<file path="src/rtl/lcd1602_pkg.sv">
// Shared types and constants for the LCD1602 responder: FSM states,
// instruction mask/match patterns and address-counter helpers.
package lcd1602_pkg;

  typedef enum logic [1:0] {
    S_CLEAR,
    S_IDLE,
    S_BUSY
  } lcd_state_t;

  typedef struct packed {
    logic [7:0] mask;
    logic [7:0] match;
  } cmd_pat_t;

  localparam cmd_pat_t CMD_DDRAM   = '{mask: 8'h80, match: 8'h80};
  localparam cmd_pat_t CMD_CGRAM   = '{mask: 8'hC0, match: 8'h40};
  localparam cmd_pat_t CMD_FUNC    = '{mask: 8'hE0, match: 8'h20};
  localparam cmd_pat_t CMD_SHIFT   = '{mask: 8'hF0, match: 8'h10};
  localparam cmd_pat_t CMD_DISPCTL = '{mask: 8'hF8, match: 8'h08};
  localparam cmd_pat_t CMD_ENTRY   = '{mask: 8'hFC, match: 8'h04};
  localparam cmd_pat_t CMD_HOME    = '{mask: 8'hFE, match: 8'h02};
  localparam cmd_pat_t CMD_CLEAR   = '{mask: 8'hFF, match: 8'h01};

  localparam logic [6:0] ROW1_BASE   = 7'h40;
  localparam logic [7:0] BLANK_CHAR  = 8'h20;
  localparam int         DDRAM_DEPTH = 32;

  function automatic logic cmd_is(input logic [7:0] db, input cmd_pat_t pat);
    return (db & pat.mask) == pat.match;
  endfunction

  function automatic logic [6:0] ac_mask(input logic [7:0] db);
    return {db[6], 2'b00, db[3:0]};
  endfunction

  function automatic logic [4:0] ddram_index(input logic [6:0] ac);
    return {ac[6], ac[3:0]};
  endfunction

  // AC only ever holds valid row addresses, so the column nibble alone decides wrapping
  function automatic logic [6:0] ac_step(input logic [6:0] ac, input logic inc);
    if (inc) begin
      if (ac[3:0] == 4'hF) return ac[6] ? 7'h00 : ROW1_BASE;
      return ac + 7'd1;
    end
    if (ac[3:0] == 4'h0) return ac[6] ? 7'h0F : (ROW1_BASE | 7'h0F);
    return ac - 7'd1;
  endfunction

endpackage

</file>
<file path="src/rtl/lcd1602_responder_if.sv">
// Controller-to-LCD parallel bus (E/RS/RW/DB plus read-back data and its tri-state enable).
interface lcd1602_responder_if;
  logic       lcd_e;
  logic       lcd_rs;
  logic       lcd_rw;
  logic [7:0] lcd_data_in;
  logic [7:0] lcd_data_out;
  logic       lcd_data_oe;

  modport master (
    output lcd_e, lcd_rs, lcd_rw, lcd_data_in,
    input  lcd_data_out, lcd_data_oe
  );

  modport slave (
    input  lcd_e, lcd_rs, lcd_rw, lcd_data_in,
    output lcd_data_out, lcd_data_oe
  );
endinterface

</file>
<file path="src/rtl/lcd_bus_sync.sv">
// Multi-stage synchronizer for the asynchronous LCD bus plus E edge detection.
// SYNC_STAGES must be at least 2.
module lcd_bus_sync #(
  parameter int SYNC_STAGES = 2
) (
  input  logic       clock_in,
  input  logic       reset_in,
  input  logic       pin_e,
  input  logic       pin_rs,
  input  logic       pin_rw,
  input  logic [7:0] pin_data,
  output logic       sync_e,
  output logic       sync_rs,
  output logic       sync_rw,
  output logic       e_rise,
  output logic       e_fall,
  output logic       cap_rs,
  output logic       cap_rw,
  output logic [7:0] cap_data
);

  logic [10:0] chain [SYNC_STAGES];
  logic [10:0] prev;

  always_ff @(posedge clock_in) begin
    if (reset_in) begin
      for (int i = 0; i < SYNC_STAGES; i++) chain[i] <= '0;
      prev <= '0;
    end else begin
      chain[0] <= {pin_e, pin_rs, pin_rw, pin_data};
      for (int i = 1; i < SYNC_STAGES; i++) chain[i] <= chain[i-1];
      prev <= chain[SYNC_STAGES-1];
    end
  end

  assign sync_e  = chain[SYNC_STAGES-1][10];
  assign sync_rs = chain[SYNC_STAGES-1][9];
  assign sync_rw = chain[SYNC_STAGES-1][8];
  assign e_rise  = ~prev[10] & chain[SYNC_STAGES-1][10];
  assign e_fall  = prev[10] & ~chain[SYNC_STAGES-1][10];

  // prev is the last E-high sample, so its RS/RW/DB are the values latched by the fall
  assign cap_rs   = prev[9];
  assign cap_rw   = prev[8];
  assign cap_data = prev[7:0];

endmodule

</file>
<file path="src/rtl/lcd1602_responder.sv">
// HD44780-style 16x2 LCD device model: decodes the controller bus into a 32-entry DDRAM.
// Define LCD1602_READ_EN to enable busy-flag/AC and DDRAM reads over the bus.
module lcd1602_responder
  import lcd1602_pkg::*;
#(
  parameter int BUSY_CYCLES = 40,
  parameter int SYNC_STAGES = 2
) (
  input  logic               clock_in,
  input  logic               reset_in,
  lcd1602_responder_if.slave bus,
  input  logic [4:0]         scan_addr,
  output logic [7:0]         scan_char,
  output logic               busy,
  output logic               display_on,
  output logic               cursor_on,
  output logic               blink_on,
  output logic               two_line,
  output logic [6:0]         addr_counter,
  output logic               cmd_dropped
);

  localparam int CNT_W = (BUSY_CYCLES > 1) ? $clog2(BUSY_CYCLES) : 1;
  localparam logic [CNT_W-1:0] BUSY_LOAD = CNT_W'(BUSY_CYCLES - 1);

  logic       sync_e, sync_rs, sync_rw, e_rise, e_fall;
  logic       cap_rs, cap_rw;
  logic [7:0] cap_data;

  lcd_bus_sync #(.SYNC_STAGES(SYNC_STAGES)) u_sync (
    .clock_in (clock_in),
    .reset_in (reset_in),
    .pin_e    (bus.lcd_e),
    .pin_rs   (bus.lcd_rs),
    .pin_rw   (bus.lcd_rw),
    .pin_data (bus.lcd_data_in),
    .sync_e   (sync_e),
    .sync_rs  (sync_rs),
    .sync_rw  (sync_rw),
    .e_rise   (e_rise),
    .e_fall   (e_fall),
    .cap_rs   (cap_rs),
    .cap_rw   (cap_rw),
    .cap_data (cap_data)
  );

  lcd_state_t     state;
  logic [4:0]     clear_idx;
  logic [CNT_W-1:0] busy_cnt;
  logic           entry_inc;
  logic [7:0]     ddram [DDRAM_DEPTH];

  logic           accept;
  logic           drop;
  logic           mem_we;
  logic [4:0]     mem_waddr;
  logic [7:0]     mem_wdata;

`ifdef LCD1602_READ_EN
  logic       rd_data;
  logic       rd_start_busy;
  logic       oe_q;
  logic [7:0] dout_q;

  // A data read that began while busy stays dropped even if busy clears before E falls
  assign rd_data = e_fall & cap_rw & cap_rs;
  assign accept  = (e_fall & ~cap_rw & ~busy) | (rd_data & ~busy & ~rd_start_busy);
  assign drop    = (e_fall & ~cap_rw & busy) | (rd_data & (busy | rd_start_busy));

  always_ff @(posedge clock_in) begin
    if (reset_in) begin
      rd_start_busy <= 1'b0;
      oe_q          <= 1'b0;
      dout_q        <= 8'h00;
    end else begin
      if (e_rise) rd_start_busy <= busy;
      oe_q <= sync_e & sync_rw;
      if (sync_e & sync_rw)
        dout_q <= sync_rs ? ddram[ddram_index(addr_counter)] : {busy, addr_counter};
      else
        dout_q <= 8'h00;
    end
  end

  assign bus.lcd_data_oe  = oe_q;
  assign bus.lcd_data_out = dout_q;
`else
  logic unused_sync;

  assign accept           = e_fall & ~cap_rw & ~busy;
  assign drop             = e_fall & ~cap_rw & busy;
  assign bus.lcd_data_oe  = 1'b0;
  assign bus.lcd_data_out = 8'h00;
  assign unused_sync      = ^{e_rise, sync_e, sync_rs, sync_rw};
`endif

  always_comb begin
    mem_we    = 1'b0;
    mem_waddr = clear_idx;
    mem_wdata = BLANK_CHAR;
    if (!reset_in) begin
      if (state == S_CLEAR) begin
        mem_we = 1'b1;
      end else if (state == S_IDLE && accept && !cap_rw && cap_rs) begin
        mem_we    = 1'b1;
        mem_waddr = ddram_index(addr_counter);
        mem_wdata = cap_data;
      end
    end
  end

  // DDRAM has no reset; the clear walk that follows reset initialises it
  always_ff @(posedge clock_in) begin
    if (mem_we) ddram[mem_waddr] <= mem_wdata;
  end

  always_ff @(posedge clock_in) begin
    if (reset_in) scan_char <= 8'h00;
    else          scan_char <= ddram[scan_addr];
  end

  always_ff @(posedge clock_in) begin
    if (reset_in) begin
      state        <= S_CLEAR;
      clear_idx    <= 5'd0;
      busy_cnt     <= '0;
      busy         <= 1'b1;
      addr_counter <= 7'h00;
      entry_inc    <= 1'b1;
      display_on   <= 1'b0;
      cursor_on    <= 1'b0;
      blink_on     <= 1'b0;
      two_line     <= 1'b0;
      cmd_dropped  <= 1'b0;
    end else begin
      cmd_dropped <= drop;
      case (state)
        S_CLEAR: begin
          busy         <= 1'b1;
          addr_counter <= 7'h00;
          entry_inc    <= 1'b1;
          clear_idx    <= clear_idx + 5'd1;
          if (clear_idx == 5'(DDRAM_DEPTH - 1)) begin
            state    <= S_BUSY;
            busy_cnt <= BUSY_LOAD;
          end
        end
        S_BUSY: begin
          if (busy_cnt == '0) begin
            state <= S_IDLE;
            busy  <= 1'b0;
          end else begin
            busy_cnt <= busy_cnt - 1'b1;
          end
        end
        S_IDLE: begin
          if (accept) begin
            state    <= S_BUSY;
            busy     <= 1'b1;
            busy_cnt <= BUSY_LOAD;
            if (cap_rw || cap_rs) begin
              addr_counter <= ac_step(addr_counter, entry_inc);
            end else if (cmd_is(cap_data, CMD_DDRAM)) begin
              addr_counter <= ac_mask(cap_data);
            end else if (cmd_is(cap_data, CMD_CGRAM)) begin
              addr_counter <= addr_counter;
            end else if (cmd_is(cap_data, CMD_FUNC)) begin
              two_line <= cap_data[3];
            end else if (cmd_is(cap_data, CMD_SHIFT)) begin
              if (!cap_data[3]) addr_counter <= ac_step(addr_counter, cap_data[2]);
            end else if (cmd_is(cap_data, CMD_DISPCTL)) begin
              display_on <= cap_data[2];
              cursor_on  <= cap_data[1];
              blink_on   <= cap_data[0];
            end else if (cmd_is(cap_data, CMD_ENTRY)) begin
              entry_inc <= cap_data[1];
            end else if (cmd_is(cap_data, CMD_HOME)) begin
              addr_counter <= 7'h00;
            end else if (cmd_is(cap_data, CMD_CLEAR)) begin
              state     <= S_CLEAR;
              clear_idx <= 5'd0;
            end
          end
        end
        default: begin
          state     <= S_CLEAR;
          clear_idx <= 5'd0;
          busy      <= 1'b1;
        end
      endcase
    end
  end

endmodule

</file>
<file path="src/flat_wrapper.sv">
// flat-port wrapper written by rule: the top's interface ports become plain ports
module lcd1602_responder_flat import lcd1602_pkg::*;
#(
  parameter int BUSY_CYCLES = 40,
  parameter int SYNC_STAGES = 2
)
  (clock_in, reset_in, scan_addr, scan_char, busy, display_on, cursor_on, blink_on, two_line, addr_counter, cmd_dropped, bus_lcd_e, bus_lcd_rs, bus_lcd_rw, bus_lcd_data_in, bus_lcd_data_out, bus_lcd_data_oe);
  lcd1602_responder_if bus_i ();
  input  logic clock_in;
  input  logic reset_in;
  input  logic [4:0] scan_addr;
  output logic [7:0] scan_char;
  output logic busy;
  output logic display_on;
  output logic cursor_on;
  output logic blink_on;
  output logic two_line;
  output logic [6:0] addr_counter;
  output logic cmd_dropped;
  input wire logic [$bits(bus_i.lcd_e)-1:0] bus_lcd_e;
  input wire logic [$bits(bus_i.lcd_rs)-1:0] bus_lcd_rs;
  input wire logic [$bits(bus_i.lcd_rw)-1:0] bus_lcd_rw;
  input wire logic [$bits(bus_i.lcd_data_in)-1:0] bus_lcd_data_in;
  output wire logic [$bits(bus_i.lcd_data_out)-1:0] bus_lcd_data_out;
  output wire logic [$bits(bus_i.lcd_data_oe)-1:0] bus_lcd_data_oe;
  assign bus_i.lcd_e = bus_lcd_e;
  assign bus_i.lcd_rs = bus_lcd_rs;
  assign bus_i.lcd_rw = bus_lcd_rw;
  assign bus_i.lcd_data_in = bus_lcd_data_in;
  assign bus_lcd_data_out = bus_i.lcd_data_out;
  assign bus_lcd_data_oe = bus_i.lcd_data_oe;
  lcd1602_responder #(.BUSY_CYCLES(BUSY_CYCLES), .SYNC_STAGES(SYNC_STAGES)) u_core (.clock_in(clock_in), .reset_in(reset_in), .bus(bus_i), .scan_addr(scan_addr), .scan_char(scan_char), .busy(busy), .display_on(display_on), .cursor_on(cursor_on), .blink_on(blink_on), .two_line(two_line), .addr_counter(addr_counter), .cmd_dropped(cmd_dropped));
endmodule
</file>
<file path="config.mk">
export PLATFORM = sky130hd
export DESIGN_NAME = lcd1602_responder_flat
export DESIGN_NICKNAME = d
export VERILOG_FILES = /design/src/rtl/lcd1602_pkg.sv /design/src/rtl/lcd1602_responder_if.sv /design/src/rtl/lcd_bus_sync.sv /design/src/rtl/lcd1602_responder.sv /design/src/flat_wrapper.sv
export SDC_FILE = /design/constraint.sdc
export NUM_CORES = 1
export LEC_CHECK = 0
export BUFFER_PORTS_ARGS = -buffer_cell sky130_fd_sc_hd__buf_4
export CAP_MARGIN = 20
export CORE_MARGIN = 3
export CORE_UTILIZATION = 60
export CTS_CLUSTER_SIZE = 40
export DETAILED_ROUTE_END_ITERATION = 12
export PLACE_DENSITY = 0.78
export RECOVER_POWER = 100
export SLEW_MARGIN = 15
export SYNTH_ARGS = -nofsm -noshare
export SYNTH_HDL_FRONTEND = slang
export SYNTH_SLANG_ARGS = --single-unit
</file>
<file path="constraint.sdc">
create_clock -name clock_in -period 4.85 [get_ports clock_in]
set_clock_uncertainty 0.2 [all_clocks]
set_input_delay 0.2425 -clock clock_in [delete_from_list [all_inputs] [get_ports clock_in]]
set_output_delay 0.2425 -clock clock_in [all_outputs]
set_load 0.05 [all_outputs]
</file>
* Word level (Yosys, flattened, before mapping)
Memories as Yosys holds them, arrays and structs flattened. A register that Yosys moved wholly into a read port is not among the register bits.
Cells that the tools add are included.
W data, S select, Z words.
** Storage, ports and cells
- Bits in registers :: 38
- RAM bits :: 278
- Output and inout bits :: 30
- Memories :: 2
** Memory list
- u_core.ddram :: words 32, bits a word 8, rd ports 1, clocked after Yosys merged registers in 1, write ports 1, RTL line lcd1602_responder.sv:51 : logic [7:0] ddram [DDRAM_DEPTH];
- u_core.u_sync.chain :: words 2, bits a word 11, rd ports 2, clocked after Yosys merged registers in 0, write ports 2, RTL line lcd_bus_sync.sv:22 : logic [10:0] chain [SYNC_STAGES];
** Operators by class
- $add $sub $neg :: 4
- Equality and inequality tests :: 31
- Mux-type cells :: 127
- Bitwise logic cells :: 15
- Reduce and logical (&&, ||, !) cells :: 18
** Operators with widths (count)
- $mux W7 :: 23
- $mux W1 :: 65
- $mux W5 :: 13
- $mux W2 :: 12
- $mux W8 :: 3
- $ne A2 B2 Y1 const B :: 12
- $mux W11 :: 2
- $ne A5 B5 Y1 const B :: 4
- $mux W6 :: 3
- $pmux W6 S3 :: 1
- $reduce_and A8 Y1 :: 2
- $pmux W5 S3 :: 1
- $pmux W7 S2 :: 1
- $reduce_and A11 Y1 :: 1
- $not A1 Y1 :: 9
- $reduce_and A9 Y1 :: 1
- $eq A8 B1 Y1 const B :: 1
- $ne A4 B4 Y1 const B :: 2
- $add A7 B1 Y7 const B :: 1
- $eq A7 B1 Y1 const B :: 1
- $sub A7 B1 Y7 const B :: 1
- $eq A6 B1 Y1 const B :: 1
- $logic_not A6 Y1 :: 1
- $pmux W2 S3 :: 1
- other kinds (24) :: 33

* Longest topological paths before layout
- Word-level depth :: 30
- Mapped depth :: 8

* Cells and area by module
From an unflattened synthesis, not the netlist that was laid out.
** Unflattened totals
- Cells, all modules :: 808
- Area total of the unflattened synthesis :: 13092.6 um^2
** Modules (own cells, without submodules)
- lcd1602_responder :: instances 1, cells an instance 729, area an instance 12130.4 um^2, seq. area each 8388.0 um^2
- lcd_bus_sync :: instances 1, cells an instance 79, area an instance 962.2 um^2, seq. area each 660.6 um^2

* Worst setup path before layout
No wires, ideal clock.
- Kind :: register -> register
- From :: register u_core.u_sync.prev[8] (read register of u_core.u_sync.chain)
- To :: memory u_core.ddram[0][0] (enable)
- Arrival time :: 2.069 ns
- Required time :: 4.280 ns
- Path slack :: 2.211 ns
- Cell stages (with the launch flop) :: 7
- Period minus slack after synthesis :: 2.639 ns
- Cell sequence :: dfxtp_1 > or3b_1 > buf_2 > nor4_4 > buf_4 > a22oi_1 > nor2_1
** On the way
- Cells in the longest elaborated chain, start to end :: 11
- Elaborated cells on any way between the ends :: 15
** RTL lines
- from (decl) :: RTL line lcd_bus_sync.sv:23 : logic [10:0] prev;
- $not A1 Y1 :: RTL line lcd1602_responder.sv:90 : assign accept = e_fall & ~cap_rw & ~busy;
- $and A1 B1 Y1 (2 in a row) :: RTL line lcd1602_responder.sv:90
- $logic_and A1 B1 Y1 :: RTL line lcd1602_responder.sv:104 : end else if (state == S_IDLE && accept && !cap_rw && cap_rs) begin
- $logic_and A1 B1 Y1 (*) (2 in a row) :: RTL line lcd1602_responder.sv:104
- $mux W1 :: RTL line lcd1602_responder.sv:104
- $mux W1 :: RTL line lcd1602_responder.sv:102 : if (state == S_CLEAR) begin
- $mux W1 :: RTL line lcd1602_responder.sv:101 : if (!reset_in) begin
- $mux W1 :: RTL line lcd1602_responder.sv:114 : if (mem_we) ddram[mem_waddr] <= mem_wdata;
- $mux W1 (implied by the code) :: RTL line lcd1602_responder.sv:114
- to (decl) :: RTL line lcd1602_responder.sv:51
Every way passes the cells marked *; elsewhere a longest branch is shown, timed or not.

* Final worst setup path
- From :: register u_core.u_sync.prev[8] (read register of u_core.u_sync.chain)
- To :: memory u_core.ddram[18][5] (enable)
Same word-level chain as after synthesis.

==> impl_metrics.sql <==
INSERT INTO impl_metrics (metric_group, metric, value, unit) VALUES
('synth', 'synth_enable_flop_cells', '256', ''),
('worst_setup_path', 'timing_worst_setup_path_type', 'reg -> reg', ''),
('drt', 'top_signal_layer_used', 'met4', ''),
('drt', 'drt_iter0_drc', '722', ''),
('clock_network', 'tritoncts_clock_tree', 'done', ''),
('clock_network', 'cts_made_buffers', '31', ''),
('clock_network', 'clk-insertion-delay-late', '540', 'ps'),
('pwr', 'ir_worst_vdd', '0.000258', 'V'),
('synth', 'synth.area.mux_share', '13.1', '%'),
('clock_network', 'cts_buffer_depth', '3', ''),
('grt', 'grt.total_usage', '24.2', '%'),
('pwr', 'total_leakage_power', '4.89', 'nW'),
('flow_run', 'cap_violations', '2', ''),
('drt', 'routed_wire_length_per_instance', '25.1', 'um'),
('pwr', 'power_density', '391', 'mW/mm^2'),
('synth', 'yosys_warning_total', '0', ''),
('place', 'dp_worst_setup_slack', '1400', 'ps'),
('floorplan', 'core_area', '0.0212', 'mm^2'),
('drt', 'routed_wl', '28100', 'um'),
('finish', 'design.final.nets', '845', ''),
('clock_network', 'cts_root_buffer', 'sky130_fd_sc_hd__clkbuf_16', ''),
('synth', 'postSynthAreaPerCell', '16.8', 'um^2'),
('drt', 'drtAntennaViolNets', '0', ''),
('synth', 'ys_ff_latch', '324', ''),
('sta', 'timing.final.crit_period', '3730', 'ps'),
('sta', 'max_slew_headroom', '-29.4', '%'),
('finish', 'layout.filler_cells', '1327', ''),
('synth', 'netlist.area_leader.share', '59.2', '%'),
('synth', 'ys.flop_type', 'sky130_fd_sc_hd__edfxtp_1', ''),
('clock_network', 'post-cts-setup-buffers', '0', ''),
('grt', 'first_pass_grt_wire_length', '43500', 'um'),
('sta', 'slew_viol_final', '86', ''),
('drt', 'drcViolationCount', '0', ''),
('finish', 'layout-drive-gt1-share', '18.1', '%'),
('drt', 'met3WireLength', '2660', 'um'),
('floorplan', 'die_w', '153', 'um'),
('floorplan', 'dieHeight', '153', 'um'),
('run_status', 'failed_checks', 'capacitance limit, slew limit', ''),
('synth', 'post_synth_most_frequent_cells', 'sky130_fd_sc_hd__edfxtp_1, sky130_fd_sc_hd__mux4_2, sky130_fd_sc_hd__dfxtp_1', ''),
('synth', 'synthesized_area_fraction_occupied_by_and_or_nand_nor_cells', '8.07', '%'),
('worst_setup_path', 'crit_fanout', '16', ''),
('sta', 'tightestPinTransition', '1940', 'ps'),
('drt', 'met2RoutedLength', '13700', 'um'),
('drt', 'detailroute.via_count', '7241', ''),
('floorplan', 'floorplan.initialDensity', '61.4', '%'),
('floorplan', 'design.die.area', '0.0234', 'mm^2'),
('worst_setup_path', 'cp.required', '4820', 'ps'),
('synth', 'syn_inst', '773', ''),
('place', 'io_buffer_count', '38', ''),
('drt', 'vias_per_cell', '6.47', ''),
('place', 'dp.final_hpwl', '17400', 'um'),
('drt', 'drtPass1Iterations', '7', ''),
('worst_setup_path', 'crit_path_dat', '3700', 'ps'),
('synth', 'combinational_family_with_the_most_area_after_synthesis', 'multiplexers', ''),
('synth', 'synth-seq-area-share', '69.7', '%'),
('drt', 'post_route_met1_wirelength', '10900', 'um'),
('synth', 'synth_xor_xnor_area_share', '0.270', '%'),
('place', 'gp_congestion', '0.921', ''),
('synth', 'compound_gate_portion_of_the_synthesized_area', '5.52', '%'),
('synth', 'synth_top_area_cell', 'sky130_fd_sc_hd__edfxtp_1', ''),
('grt', 'grt_overflow_total', '0', ''),
('sta', 'timing.final.crit_share', '76.9', '%'),
('synth', 'synth_fa_ha_area_share', '0.578', '%'),
('clock_network', 'clock-sinks', '324', ''),
('sta', 'post_route_setup_tns', '0', 'ps'),
('run_status', 'status', 'finished with violations', ''),
('worst_setup_path', 'timing.critical_path.to_type', 'register', ''),
('synth', 'ys_top_cells_by_area', 'sky130_fd_sc_hd__edfxtp_1, sky130_fd_sc_hd__mux4_2, sky130_fd_sc_hd__dfxtp_1', ''),
('clock_network', 'cts_max_level', '1', ''),
('sta', 'setup-violations-final', '0', ''),
('floorplan', 'rows', '53', '');
[final timing paths]
path                         startpoint               endpoint  slack [ps]  cells after the start
max               u_core.u_sync.prev[8]    u_core.ddram[18][5]        1120                      6
min                            reset_in        u_core.blink_on          20                      2
max reg2reg       u_core.u_sync.prev[8]    u_core.ddram[18][5]        1120                      6
min reg2reg  u_core.u_sync.chain[0][12]  u_core.u_sync.prev[1]         230                      1
[timing repair]
| item | CTS | global route |
|---|---|---|
| hold buffers | 12 | 0 |
| hold endpoints to repair | 19 | 0 |
| resized for setup | 0 | 0 |
[final cells by class]
class                   instances  area [um^2]  area share (%)
clock inverters                15          176            1.22
clock buffers                  41          896            6.17
multi-input cells             384         3590            24.7
flip-flops and latches        324         9050            62.3
well taps                     275          344            2.37
repair buffers                 61          392            2.70
inverters                      19         71.3           0.491
[worst max-delay path, stage by stage (launching register included)]
cell	delay, ps
sky130_fd_sc_hd__dfxtp_1	360
sky130_fd_sc_hd__or3b_1	500
sky130_fd_sc_hd__nor4_4	750
sky130_fd_sc_hd__clkbuf_1	400
sky130_fd_sc_hd__a31oi_1	140
sky130_fd_sc_hd__clkbuf_1	330
sky130_fd_sc_hd__nor2_1	670
[cells by family (layout without fill, tap and decap cells)]
| logic type | Yosys count | count (layout) |
|---|---|---|
| buf+inv | 73 | 136 |
| other cells | 1 | 9 |
| xor+xnor | 4 | 4 |
| mux | 80 | 80 |
| simple gates | 188 | 188 |
| fa+ha+maj | 6 | 6 |
| compound gates | 97 | 97 |
| flops | 324 | 324 |
[cell usage in the layout, fill, tap and decap left out, drive strengths merged, types with 6 or more instances in the layout]
cell type	synthesis	layout
a2111oi	8	8
a211oi	12	12
a21oi	15	15
a31oi	9	9
and2	8	8
buf	29	12
clkbuf	25	78
clkinv	0	8
conb	1	9
dfxtp	68	68
dlygate4sd3	0	12
edfxtp	256	256
ha	6	6
inv	19	20
mux2i	8	8
mux4	72	72
nand2	17	17
nand3	6	6
nor2	56	56
nor2b	44	44
nor3	10	10
nor3b	6	6
nor4b	7	7
o21ai	12	12
o22ai	9	9
[layer usage]
layer  track usage, %  up-vias
met1             33.9     3629
met3             4.53       61
met2             38.8      418
li1                 -     3133
met5                0        -
met4             8.53        0
[registers in the layout, indices dropped and copies added, names as in the netlist]
register and flops:
u_core.ddram 256, u_core.u_sync.chain 22, u_core.u_sync.prev 11, u_core.scan_char 8, u_core.addr_counter 7, u_core.busy_cnt 6
u_core.clear_idx 5, u_core.state 2, u_core.blink_on 1, u_core.busy 1, u_core.cmd_dropped 1, u_core.cursor_on 1
u_core.display_on 1, u_core.entry_inc 1, u_core.two_line 1
[power by group]
group	internal, W	switching [W]
clock	0.00150	0.000975
sequential	0.00299	0.0000170
combinational	0.0000735	0.000124
[per-stage QoR]
step	util, %	hold WS (ps)	power (W)	cell area, um^2
after floorplan	-	171	0.00321	13000
after global placement	63.5	226	0.00326	13400
after detailed placement	63.5	222	0.00326	13400
after CTS	69.2	9.00	0.00572	14600
after global routing	68.6	47.8	0.00584	14500
final	68.6	22.5	0.00568	14500
Power figures use the tool's default switching activity.
